**src/rtl/id_stage_pipe.sv**
```systemverilog
// Registered RV32I/RV64I decode stage: field extraction, immediate generation,
// register-file read addressing, load-use bubble insertion and the ID/EX register.
module id_stage_pipe #(
    parameter int unsigned XLEN  = 32,
    parameter int unsigned CNT_W = 16
) (
    input  logic             clk,
    input  logic             rst,
    input  logic             if_valid,
    input  logic [31:0]      if_instr,
    input  logic [XLEN-1:0]  if_pc,
    output logic             id_ready,
    output logic [4:0]       rf_rs1_addr,
    output logic [4:0]       rf_rs2_addr,
    input  logic [XLEN-1:0]  rf_rs1_data,
    input  logic [XLEN-1:0]  rf_rs2_data,
    input  logic             flush,
    input  logic             ex_ready,
    output logic             ex_valid,
    output logic [XLEN-1:0]  ex_pc,
    output logic [XLEN-1:0]  ex_rs1_data,
    output logic [XLEN-1:0]  ex_rs2_data,
    output logic [XLEN-1:0]  ex_imm,
    output logic [4:0]       ex_rs1,
    output logic [4:0]       ex_rs2,
    output logic [4:0]       ex_rd,
    output logic [6:0]       ex_opcode,
    output logic [2:0]       ex_funct3,
    output logic [6:0]       ex_funct7,
    output logic             ex_illegal,
    output logic [CNT_W-1:0] stall_count
);

    localparam logic [6:0] OpLui    = 7'b0110111;
    localparam logic [6:0] OpAuipc  = 7'b0010111;
    localparam logic [6:0] OpJal    = 7'b1101111;
    localparam logic [6:0] OpJalr   = 7'b1100111;
    localparam logic [6:0] OpBranch = 7'b1100011;
    localparam logic [6:0] OpLoad   = 7'b0000011;
    localparam logic [6:0] OpStore  = 7'b0100011;
    localparam logic [6:0] OpImm    = 7'b0010011;
    localparam logic [6:0] OpReg    = 7'b0110011;
    localparam logic [6:0] OpMisc   = 7'b0001111;
    localparam logic [6:0] OpSystem = 7'b1110011;

    // Decoded fields of the instruction presented by IF
    logic [6:0]       dec_opcode;
    logic [4:0]       dec_rd_raw;
    logic [4:0]       dec_rd;
    logic [2:0]       dec_funct3;
    logic [4:0]       dec_rs1;
    logic [4:0]       dec_rs2;
    logic [6:0]       dec_funct7;
    logic [31:0]      dec_imm32;
    logic [XLEN-1:0]  dec_imm;
    logic             dec_legal;
    logic             dec_illegal;
    logic             uses_rs1;
    logic             uses_rs2;

    // Control terms
    logic             advance;
    logic             load_use;
    logic             load_en;

    // ID/EX register state
    logic             ex_valid_q, ex_valid_d;
    logic [XLEN-1:0]  ex_pc_q, ex_rs1_data_q, ex_rs2_data_q, ex_imm_q;
    logic [4:0]       ex_rs1_q, ex_rs2_q, ex_rd_q;
    logic [6:0]       ex_opcode_q, ex_funct7_q;
    logic [2:0]       ex_funct3_q;
    logic             ex_illegal_q;
    logic [CNT_W-1:0] stall_count_q, stall_count_d;

    assign dec_opcode  = if_instr[6:0];
    assign dec_rd_raw  = if_instr[11:7];
    assign dec_funct3  = if_instr[14:12];
    assign dec_rs1     = if_instr[19:15];
    assign dec_rs2     = if_instr[24:20];
    assign dec_funct7  = if_instr[31:25];

    assign rf_rs1_addr = dec_rs1;
    assign rf_rs2_addr = dec_rs2;

    // Opcode classification and 32-bit immediate assembly
    always_comb begin
        dec_imm32 = 32'd0;
        dec_legal = 1'b1;
        uses_rs1  = 1'b1;
        uses_rs2  = 1'b0;
        dec_rd    = dec_rd_raw;
        unique case (dec_opcode)
            OpLoad, OpImm, OpJalr, OpSystem: begin
                dec_imm32 = {{20{if_instr[31]}}, if_instr[31:20]};
            end
            OpStore: begin
                dec_imm32 = {{20{if_instr[31]}}, if_instr[31:25], if_instr[11:7]};
                uses_rs2  = 1'b1;
                dec_rd    = 5'd0;
            end
            OpBranch: begin
                dec_imm32 = {{19{if_instr[31]}}, if_instr[31], if_instr[7],
                             if_instr[30:25], if_instr[11:8], 1'b0};
                uses_rs2  = 1'b1;
                dec_rd    = 5'd0;
            end
            OpLui, OpAuipc: begin
                dec_imm32 = {if_instr[31:12], 12'd0};
                uses_rs1  = 1'b0;
            end
            OpJal: begin
                dec_imm32 = {{11{if_instr[31]}}, if_instr[31], if_instr[19:12],
                             if_instr[20], if_instr[30:21], 1'b0};
                uses_rs1  = 1'b0;
            end
            OpReg: begin
                uses_rs2 = 1'b1;
            end
            OpMisc: begin
                dec_imm32 = 32'd0;
            end
            default: begin
                dec_legal = 1'b0;
                uses_rs1  = 1'b0;
            end
        endcase
    end

    // Every legal opcode ends in 2'b11, so the explicit low-bit test is belt and braces
    assign dec_illegal = ~dec_legal | (if_instr[1:0] != 2'b11);
    assign dec_imm     = XLEN'($signed(dec_imm32));

    // Handshake and hazard terms
    always_comb begin
        advance  = ~ex_valid_q | ex_ready;
        load_use = ex_valid_q & (ex_opcode_q == OpLoad) & (ex_rd_q != 5'd0) &
                   ((uses_rs1 & (dec_rs1 == ex_rd_q)) | (uses_rs2 & (dec_rs2 == ex_rd_q)));
        id_ready = flush | (advance & ~load_use);
        load_en  = ~flush & advance & ~load_use & if_valid;
    end

    // Next valid and saturating bubble counter
    always_comb begin
        ex_valid_d    = ex_valid_q;
        stall_count_d = stall_count_q;
        if (flush) begin
            ex_valid_d = 1'b0;
        end else if (advance & load_use) begin
            ex_valid_d = 1'b0;
            if (if_valid && (stall_count_q != {CNT_W{1'b1}})) begin
                stall_count_d = stall_count_q + CNT_W'(1);
            end
        end else if (advance) begin
            ex_valid_d = if_valid;
        end
    end

    // Control state with asynchronous reset
    always_ff @(posedge clk or posedge rst) begin
        if (rst) begin
            ex_valid_q    <= 1'b0;
            stall_count_q <= '0;
        end else begin
            ex_valid_q    <= ex_valid_d;
            stall_count_q <= stall_count_d;
        end
    end

    // Payload captures only on a real issue so it stays frozen across holds
    always_ff @(posedge clk or posedge rst) begin
        if (rst) begin
            ex_pc_q       <= '0;
            ex_rs1_data_q <= '0;
            ex_rs2_data_q <= '0;
            ex_imm_q      <= '0;
            ex_rs1_q      <= '0;
            ex_rs2_q      <= '0;
            ex_rd_q       <= '0;
            ex_opcode_q   <= '0;
            ex_funct3_q   <= '0;
            ex_funct7_q   <= '0;
            ex_illegal_q  <= 1'b0;
        end else if (load_en) begin
            ex_pc_q       <= if_pc;
            ex_rs1_data_q <= rf_rs1_data;
            ex_rs2_data_q <= rf_rs2_data;
            ex_imm_q      <= dec_imm;
            ex_rs1_q      <= dec_rs1;
            ex_rs2_q      <= dec_rs2;
            ex_rd_q       <= dec_rd;
            ex_opcode_q   <= dec_opcode;
            ex_funct3_q   <= dec_funct3;
            ex_funct7_q   <= dec_funct7;
            ex_illegal_q  <= dec_illegal;
        end
    end

    assign ex_valid    = ex_valid_q;
    assign ex_pc       = ex_pc_q;
    assign ex_rs1_data = ex_rs1_data_q;
    assign ex_rs2_data = ex_rs2_data_q;
    assign ex_imm      = ex_imm_q;
    assign ex_rs1      = ex_rs1_q;
    assign ex_rs2      = ex_rs2_q;
    assign ex_rd       = ex_rd_q;
    assign ex_opcode   = ex_opcode_q;
    assign ex_funct3   = ex_funct3_q;
    assign ex_funct7   = ex_funct7_q;
    assign ex_illegal  = ex_illegal_q;
    assign stall_count = stall_count_q;

endmodule

```
**config.mk**
```make
export PLATFORM = sky130hd
export DESIGN_NAME = id_stage_pipe
export DESIGN_NICKNAME = d
export VERILOG_FILES = /design/src/rtl/id_stage_pipe.sv
export SDC_FILE = /design/constraint.sdc
export NUM_CORES = 1
export LEC_CHECK = 0
export BUFFER_PORTS_ARGS = -buffer_cell sky130_fd_sc_hd__buf_2
export CAP_MARGIN = 20
export CORE_MARGIN = 5
export CORE_UTILIZATION = 50
export DETAILED_ROUTE_END_ITERATION = 7
export GPL_TIMING_DRIVEN = 0
export PLACE_DENSITY = 0.82
export SYNTH_ARGS = -nofsm -noshare
export SYNTH_HDL_FRONTEND = slang
export SYNTH_SLANG_ARGS = --single-unit
export TNS_END_PERCENT = 50
```
**constraint.sdc**
```tcl
create_clock -name clk -period 17.5 [get_ports clk]
set_clock_uncertainty 0.05 [all_clocks]
set_input_delay 2.625 -clock clk [delete_from_list [all_inputs] [get_ports clk]]
set_output_delay 2.625 -clock clk [all_outputs]
set_load 0.05 [all_outputs]
```
==> run_results.csv, run 1 <==
group,metric,value,unit
pwr,pwr-share-comb,0.321,
finish,fillers,1087,
finish,seq_area,4450,sq um
route,drtIter0Drc,298,
route,drt-pass1-iter-count,4,
synth,synth_area_per_cell,13.7,sq um
timing,fin_crit,7.80,ns
floorplan,fp.dieArea,17600,sq um
global_routing,grt_use_total,0.250,
worst_setup_path,endpoint_kind,"output pin",
pwr,power-per-cell-area,132,nW/um^2
timing,worst_pin_slew,0.876,ns
synth,synth.top_cell.area_share,0.593,
status,status,"complete, no violations",
floorplan,io_pins,322,
clocking,cts_max_level,4,
clocking,ctsHoldBuffers,0,
finish,multiInputGateArea,2810,sq um
finish,stdcell_count,1086,
clocking,clk_latency,0.43,ns
clocking,cts_setup_buffers,0,
place,place_inst,1052,
floorplan,fp.coreArea,14600,sq um
synth,synth.area.top_cells,"dfrtp_1 59%, mux2_2 18%, xor2_1 2.1%",
finish,area_delta_synth_final,33.2,%
timing,setup_viol,0,
synth,synth_compound_area_frac,0.0825,
finish,final_common_cell,"buf_2",
floorplan,start_util,0.513,
synth,ys_async_sr_fraction,1.00,
pwr,leakagePower,0.00490,uW
synth,postSynthCellCount,547,
timing,relSlewSlack,0.410,
synth,synthDistinctLibCells,57,
route,drtAntennaViolNets,0,
clocking,root_buffer,"clkbuf_16",
synth,synth_edf_count,0,
synth,muxShareOfSynthArea,0.187,
synth,yosys.area_share.simple,0.0722,
timing,max_freq,128,MHz
place,place.port_buffers,319,
route,wire_per_inst,20.2,um
synth,syn_area,7510,sq um
place,dp_hpwl,16.7,mm
finish,utilization,0.683,
pwr,peakVddDrop,102,uV
floorplan,die_h,133,um
pwr,clock_power_share,0.294,
global_routing,grt_overflow,0,
pwr,power.share.sequential,0.384,
timing,finalCritPeriodShare,0.446,
timing,rsz0062_at_grt,"false",
clocking,cts_sinks,178,
route,vias_per_cell,5.41,
flow_run,maxCapViolCount,0,
pwr,p_int,812,uW
place,gp_congestion,0.913,
finish,mostFrequentLayoutCells,"336 x buf_2, 178 x dfrtp_1, 118 x mux2_2, 29 x nand2_1, 20 x nand3_1",
worst_setup_path,cp.arrival,5.12,ns
finish,drive_gt1_frac,0.577,
clocking,clk_path_buf_depth,2,
global_routing,antenna_found_initial,1,
worst_setup_path,critPathMaxFanout,10,
global_routing,grt_max_degree,101,
place,dpl-instance-area,9380,sq um
synth,syn-num-nets,681,
route,vias,5873,
synth,synth_seq_cells,178,
synth,ys_seq_area_frac,0.593,
synth,synth_xor_area_frac,0.0303,
global_routing,grt_pass1_vias,6350,
pwr,switching_share,0.386,
worst_setup_path,start_kind,"input port",
synth,ys_warn_count,0,
clocking,cts_tree,"yes",
finish,final_cell_area,10000,sq um
clocking,clk_pin_slew,0.07,ns
timing,tns,0,ns
route,drc,0,
timing,drv_slew,0,
floorplan,rows,44,
synth,synth_top_family_by_area,"multiplexers",
synth,ys.flop_type,"dfrtp_1",
pwr,power.switching,511,uW
timing,hold_viol_final,0,
synth,synth_area_leader_cell,"dfrtp_1",
finish,finalNetCount,1022,
clocking,cts-buffers-inserted,17,
worst_setup_path,crit_type,"in2out",
synth,synthAdderAreaFrac,0.00167,
route,wirelength,22.0,mm
floorplan,die_w,133,um
clocking,ctsResizeCount,0,
global_routing,grt_pass1_wl,34.7,mm
worst_hold_path,hold_path.class,"reg2reg",
worst_setup_path,crit_required,14.83,ns
[synthesized netlist by cell type, types with 2 or more instances]
cell type / number
o2111ai_1: 2
dfrtp_1: 178
clkbuf_1: 6
a211oi_1: 2
nand3b_1: 2
nand2b_1: 2
o21ai_2: 2
nor3b_1: 2
a21oi_1: 5
mux2_4: 5
a2111o_1: 2
o31ai_1: 2
o2bb2ai_1: 12
mux2_2: 118
and3_1: 2
buf_2: 17
nand4_1: 5
nor4_1: 6
xnor2_1: 8
a21o_1: 2
nand3_1: 20
a221o_1: 4
buf_6: 2
a2bb2oi_1: 16
buf_4: 13
nor3_1: 10
o21ai_0: 5
nor4b_1: 3
xor2_1: 18
o22a_1: 9
nand2_1: 29
inv_1: 5
nor2_1: 9
[flip-flops by register name, indices dropped and copies added, names as in the netlist]
register / count
ex_rs2_data: 32
ex_rd: 5
ex_pc: 32
ex_valid: 1
ex_rs1: 5
ex_imm: 32
ex_rs1_data: 32
stall_count: 16
ex_illegal: 1
ex_funct7: 7
ex_funct3: 3
ex_opcode: 7
ex_rs2: 5
[layout make-up]
type / instances / share of cell area
sequential: 178 / 0.446
clock inverter: 12 / 0.0145
antenna: 1 / 0.000250
tap: 184 / 0.0230
multi-input combinational: 326 / 0.281
inverter: 5 / 0.00263
clock buffer: 20 / 0.0467
timing repair buffer: 322 / 0.164
buffer: 38 / 0.0228
[per-layer routing]
metal	vias to the layer above	routed length (um)	global-route usage	share of wire
li1	2667	-	-	-
met1	2899	8140	0.284	0.37
met2	267	11400	0.438	0.52
met3	40	1950	0.0885	0.089
met4	0	498	0.0866	0.023
met5	-	0	0	0
[worst max-delay path, cell delays in order]
cell and delay (ns):
buf_2 0.12, nor2_2 0.21, nand3_2 0.14, a2111o_1 0.44
a211oi_1 0.74, clkbuf_1 0.50, o21bai_1 0.12, buf_2 0.23
[logic make-up (layout without fill, tap and decap cells)]
| family | count (synthesis) | after routing |
|---|---|---|
| buf+inv | 43 | 397 |
| xor+xnor | 26 | 26 |
| other cells | 0 | 1 |
| simple gates | 102 | 102 |
| compound gates | 74 | 74 |
| fa+ha+maj | 1 | 1 |
| flops | 178 | 178 |
| mux | 123 | 123 |
[final timing paths]
path	start	slack [ns]	to	cells past startpoint
setup / recovery	if_instr[3]	9.70	id_ready	8
hold / removal	stall_count[7]$_DFFE_PP0P_	0.45	stall_count[7]$_DFFE_PP0P_	1
max in group asynchronous	rst	14.32	ex_rd[4]$_DFFE_PP0P_	3
hold reg to reg	stall_count[7]$_DFFE_PP0P_	0.45	stall_count[7]$_DFFE_PP0P_	1
setup reg to reg	ex_rd[0]$_DFFE_PP0P_	14.78	ex_imm[5]$_DFFE_PP0P_	6
min in group asynchronous	rst	2.20	ex_rs2_data[27]$_DFFE_PP0P_	2
[per-stage QoR]
stage | power (uW) | worst slack [ns] | hold WS [ns]
after floorplan | 824 | 9.99 | 0.720
after global placement | 933 | 7.98 | 0.420
after detailed placement | 942 | 9.74 | 0.427
after CTS | 1330 | 9.75 | 0.442
after global routing | 1370 | 9.51 | 0.464
final | 1320 | 9.70 | 0.446
[power by group through the flow]
stage | Sequential (uW) | Combinational, uW | Clock (uW)
final | 508 | 425 | 390
after floorplan | 730 | 93.6 | 0
after detailed placement | 514 | 428 | 0
after global placement | 512 | 422 | 0
after global routing | 516 | 444 | 414
after CTS | 508 | 429 | 396
Note: power is estimated with default switching activity, not from simulation.
==> run 2, diff against run 1 <==
--- a/config.mk
+++ b/config.mk
@@ -8,10 +8,10 @@
 export BUFFER_PORTS_ARGS = -buffer_cell sky130_fd_sc_hd__buf_2
 export CAP_MARGIN = 20
 export CORE_MARGIN = 5
-export CORE_UTILIZATION = 50
+export CORE_UTILIZATION = 48
 export DETAILED_ROUTE_END_ITERATION = 7
 export GPL_TIMING_DRIVEN = 0
-export PLACE_DENSITY = 0.82
+export PLACE_DENSITY = 0.79
 export SYNTH_ARGS = -nofsm -noshare
 export SYNTH_HDL_FRONTEND = slang
 export SYNTH_SLANG_ARGS = --single-unit
==> constraint.sdc (replaced) <==
create_clock -name clk -period 7.8 [get_ports clk]
set_clock_uncertainty 0.05 [all_clocks]
set_input_delay 1.17 -clock clk [delete_from_list [all_inputs] [get_ports clk]]
set_output_delay 1.17 -clock clk [all_outputs]
set_load 0.05 [all_outputs]
==> run 2 against run 1 <==
  * Sequential power rose by 120%
  * Cell count is 2.6% higher
  * Via count grew 0.20%
  * Critical path depth unchanged
  * First-iteration DRC count down 1.3%
  * Utilization shrank 2.6 points
  * Die area rose by 3.8%
  * Flip-flop and latch count did not move
  * Worst hold slack worse by 0.014 ns
  * Combinational power rose by 120%
  * Largest power group unchanged
==> run_results.csv, run 2 (synthesis results as in run 1) <==
group,metric,value,unit
timing,postLayoutSetupSlackWorst,2.94,ns
worst_setup_path,cp.arrival,3.64,ns
finish,drive_gt1_frac,0.577,
clocking,root_buffer,"clkbuf_16",
finish,final_common_cell,"buf_2",
global_routing,grt_max_degree,127,
clocking,clk_path_buf_depth,2,
route,drc,0,
clocking,clk_pin_slew,0.07,ns
route,vias,5885,
worst_setup_path,start_kind,"input port",
timing,setup_viol,0,
finish,fillers,1209,
worst_setup_path,r2r_slack,5.10,ns
floorplan,start_util,0.492,
timing,max_freq,206,MHz
worst_setup_path,critPathMaxFanout,10,
floorplan,fp.dieArea,18200,sq um
route,drt-pass1-iter-count,4,
pwr,clock_power_share,0.293,
clocking,cts_tree,"yes",
global_routing,grt_use_total,0.234,
route,wire_per_inst,19.2,um
timing,fin_crit,4.86,ns
worst_setup_path,critical-path-top-delay-family,"compound AO/OA/AOI/OAI gates",
worst_setup_path,path_buf_inv,4,
timing,worst_pin_slew,0.850,ns
global_routing,antenna_found_initial,1,
route,vias_per_cell,5.28,
timing,whs,0.432,ns
global_routing,grt_pass1_wl,33.3,mm
pwr,peakVddDrop,193,uV
timing,hold_viol_final,0,
route,drtAntennaViolNets,0,
place,dpl_worst_slack,2.94,ns
clocking,ctsHoldBuffers,0,
pwr,switching_share,0.387,
finish,mostFrequentLayoutCells,"337 x buf_2, 178 x dfrtp_1, 118 x mux2_2, 29 x nand2_1, 20 x nand3_1",
floorplan,fp.coreArea,15300,sq um
floorplan,rows,45,
clocking,cts_setup_buffers,0,
clocking,cts-buffers-inserted,17,
status,status,"complete, no violations",
route,drtIter0Drc,294,
pwr,power-per-cell-area,294,nW/um^2
floorplan,die_w,135,um
pwr,power.switching,1140,uW
clocking,cts_sinks,178,
clocking,clk_latency,0.42,ns
route,wirelength,21.4,mm
worst_setup_path,cp_cell_sequence,"buf_2, clkbuf_1, a31oi_1, o31a_1, a211oi_1, clkbuf_1, o21bai_1, buf_2",
pwr,power.share.sequential,0.385,
finish,multiInputGateArea,2810,sq um
worst_setup_path,max_stage_delay,0.69,ns
timing,drv_slew,0,
flow_run,maxCapViolCount,0,
pwr,leakagePower,0.00490,uW
worst_setup_path,endpoint_kind,"output pin",
worst_hold_path,hold_path.class,"reg2reg",
floorplan,io_pins,322,
finish,seq_area,4450,sq um
timing,finalCritPeriodShare,0.623,
floorplan,die_h,135,um
finish,finalNetCount,1022,
pwr,pwr-share-comb,0.322,
worst_setup_path,crit_type,"in2out",
worst_setup_path,crit_slowest_cell,"a211oi_1",
place,place.port_buffers,319,
clocking,ctsResizeCount,0,
global_routing,grt_overflow,0,
global_routing,grt_pass1_vias,6111,
timing,rsz0062_at_grt,"false",
worst_setup_path,crit_required,6.58,ns
finish,area_delta_synth_final,33.6,%
clocking,cts_max_level,4,
timing,relSlewSlack,0.430,
place,gp_congestion,0.869,
place,dp_hpwl,16.5,mm
pwr,p_int,1810,uW
## run 2: through the flow
step	std cells	TNS, ns	cell area (sq um)	total power (uW)	util
finish	1114	0	10000	2950	0.657
floorplan	547	0	7510	1850	-
CTS	1112	0	10000	2980	0.657
detailed placement	1080	0	9420	2110	0.617
global placement	1077	-57.09	9370	2090	0.614
global route	1113	0	10000	3060	0.657
## run 2: worst paths after layout
path	from	to	cells after the start
max in group asynchronous	rst	ex_rs2_data[20]$_DFFE_PP0P_	3
min in group asynchronous	rst	ex_rs1_data[26]$_DFFE_PP0P_	2
worst max register to register	ex_rd[1]$_DFFE_PP0P_	ex_rs1[0]$_DFFE_PP0P_	8
worst max-delay path	if_instr[3]	id_ready	8
worst min register to register	ex_imm[6]$_DFFE_PP0P_	ex_imm[6]$_DFFE_PP0P_	1
worst min-delay path	ex_imm[6]$_DFFE_PP0P_	ex_imm[6]$_DFFE_PP0P_	1
## run 2: worst register-to-register path, stage by stage (launching register included)
cell and delay [ns]:
dfrtp_1 0.46, or4_1 0.57, o211a_1 0.28, inv_1 0.11
a211oi_2 0.08, nor2_4 0.32, buf_6 0.22, buf_6 0.20
mux2_4 0.32
## run 2: layout make-up
cell class                      instances  share of cell area
Timing Repair Buffer                  322               0.164
Multi-Input combinational cell        326               0.280
Clock inverter                         13              0.0150
Inverter                                5             0.00262
Clock buffer                           19              0.0452
Sequential cell                       178               0.444
Antenna cell                            2            0.000499
Buffer                                 38              0.0227
Tap cell                              211              0.0263
## run 2: routing by layer
layer / track usage / wire, um / vias to the layer above
met5: 0 / 0 / -
met4: 0.0840 / 420 / 0
met3: 0.0831 / 2090 / 28
met2: 0.394 / 10700 / 259
met1: 0.280 / 8150 / 2923
li1: - / - / 2675
## run 2: power groups by stage
stage	combinational (uW)	clock, uW	sequential, uW
4_1_cts	961	879	1140
2_1_floorplan	210	0	1640
6_report	950	865	1140
3_3_place_gp	948	0	1150
5_1_grt	993	915	1160
3_5_place_dp	959	0	1150
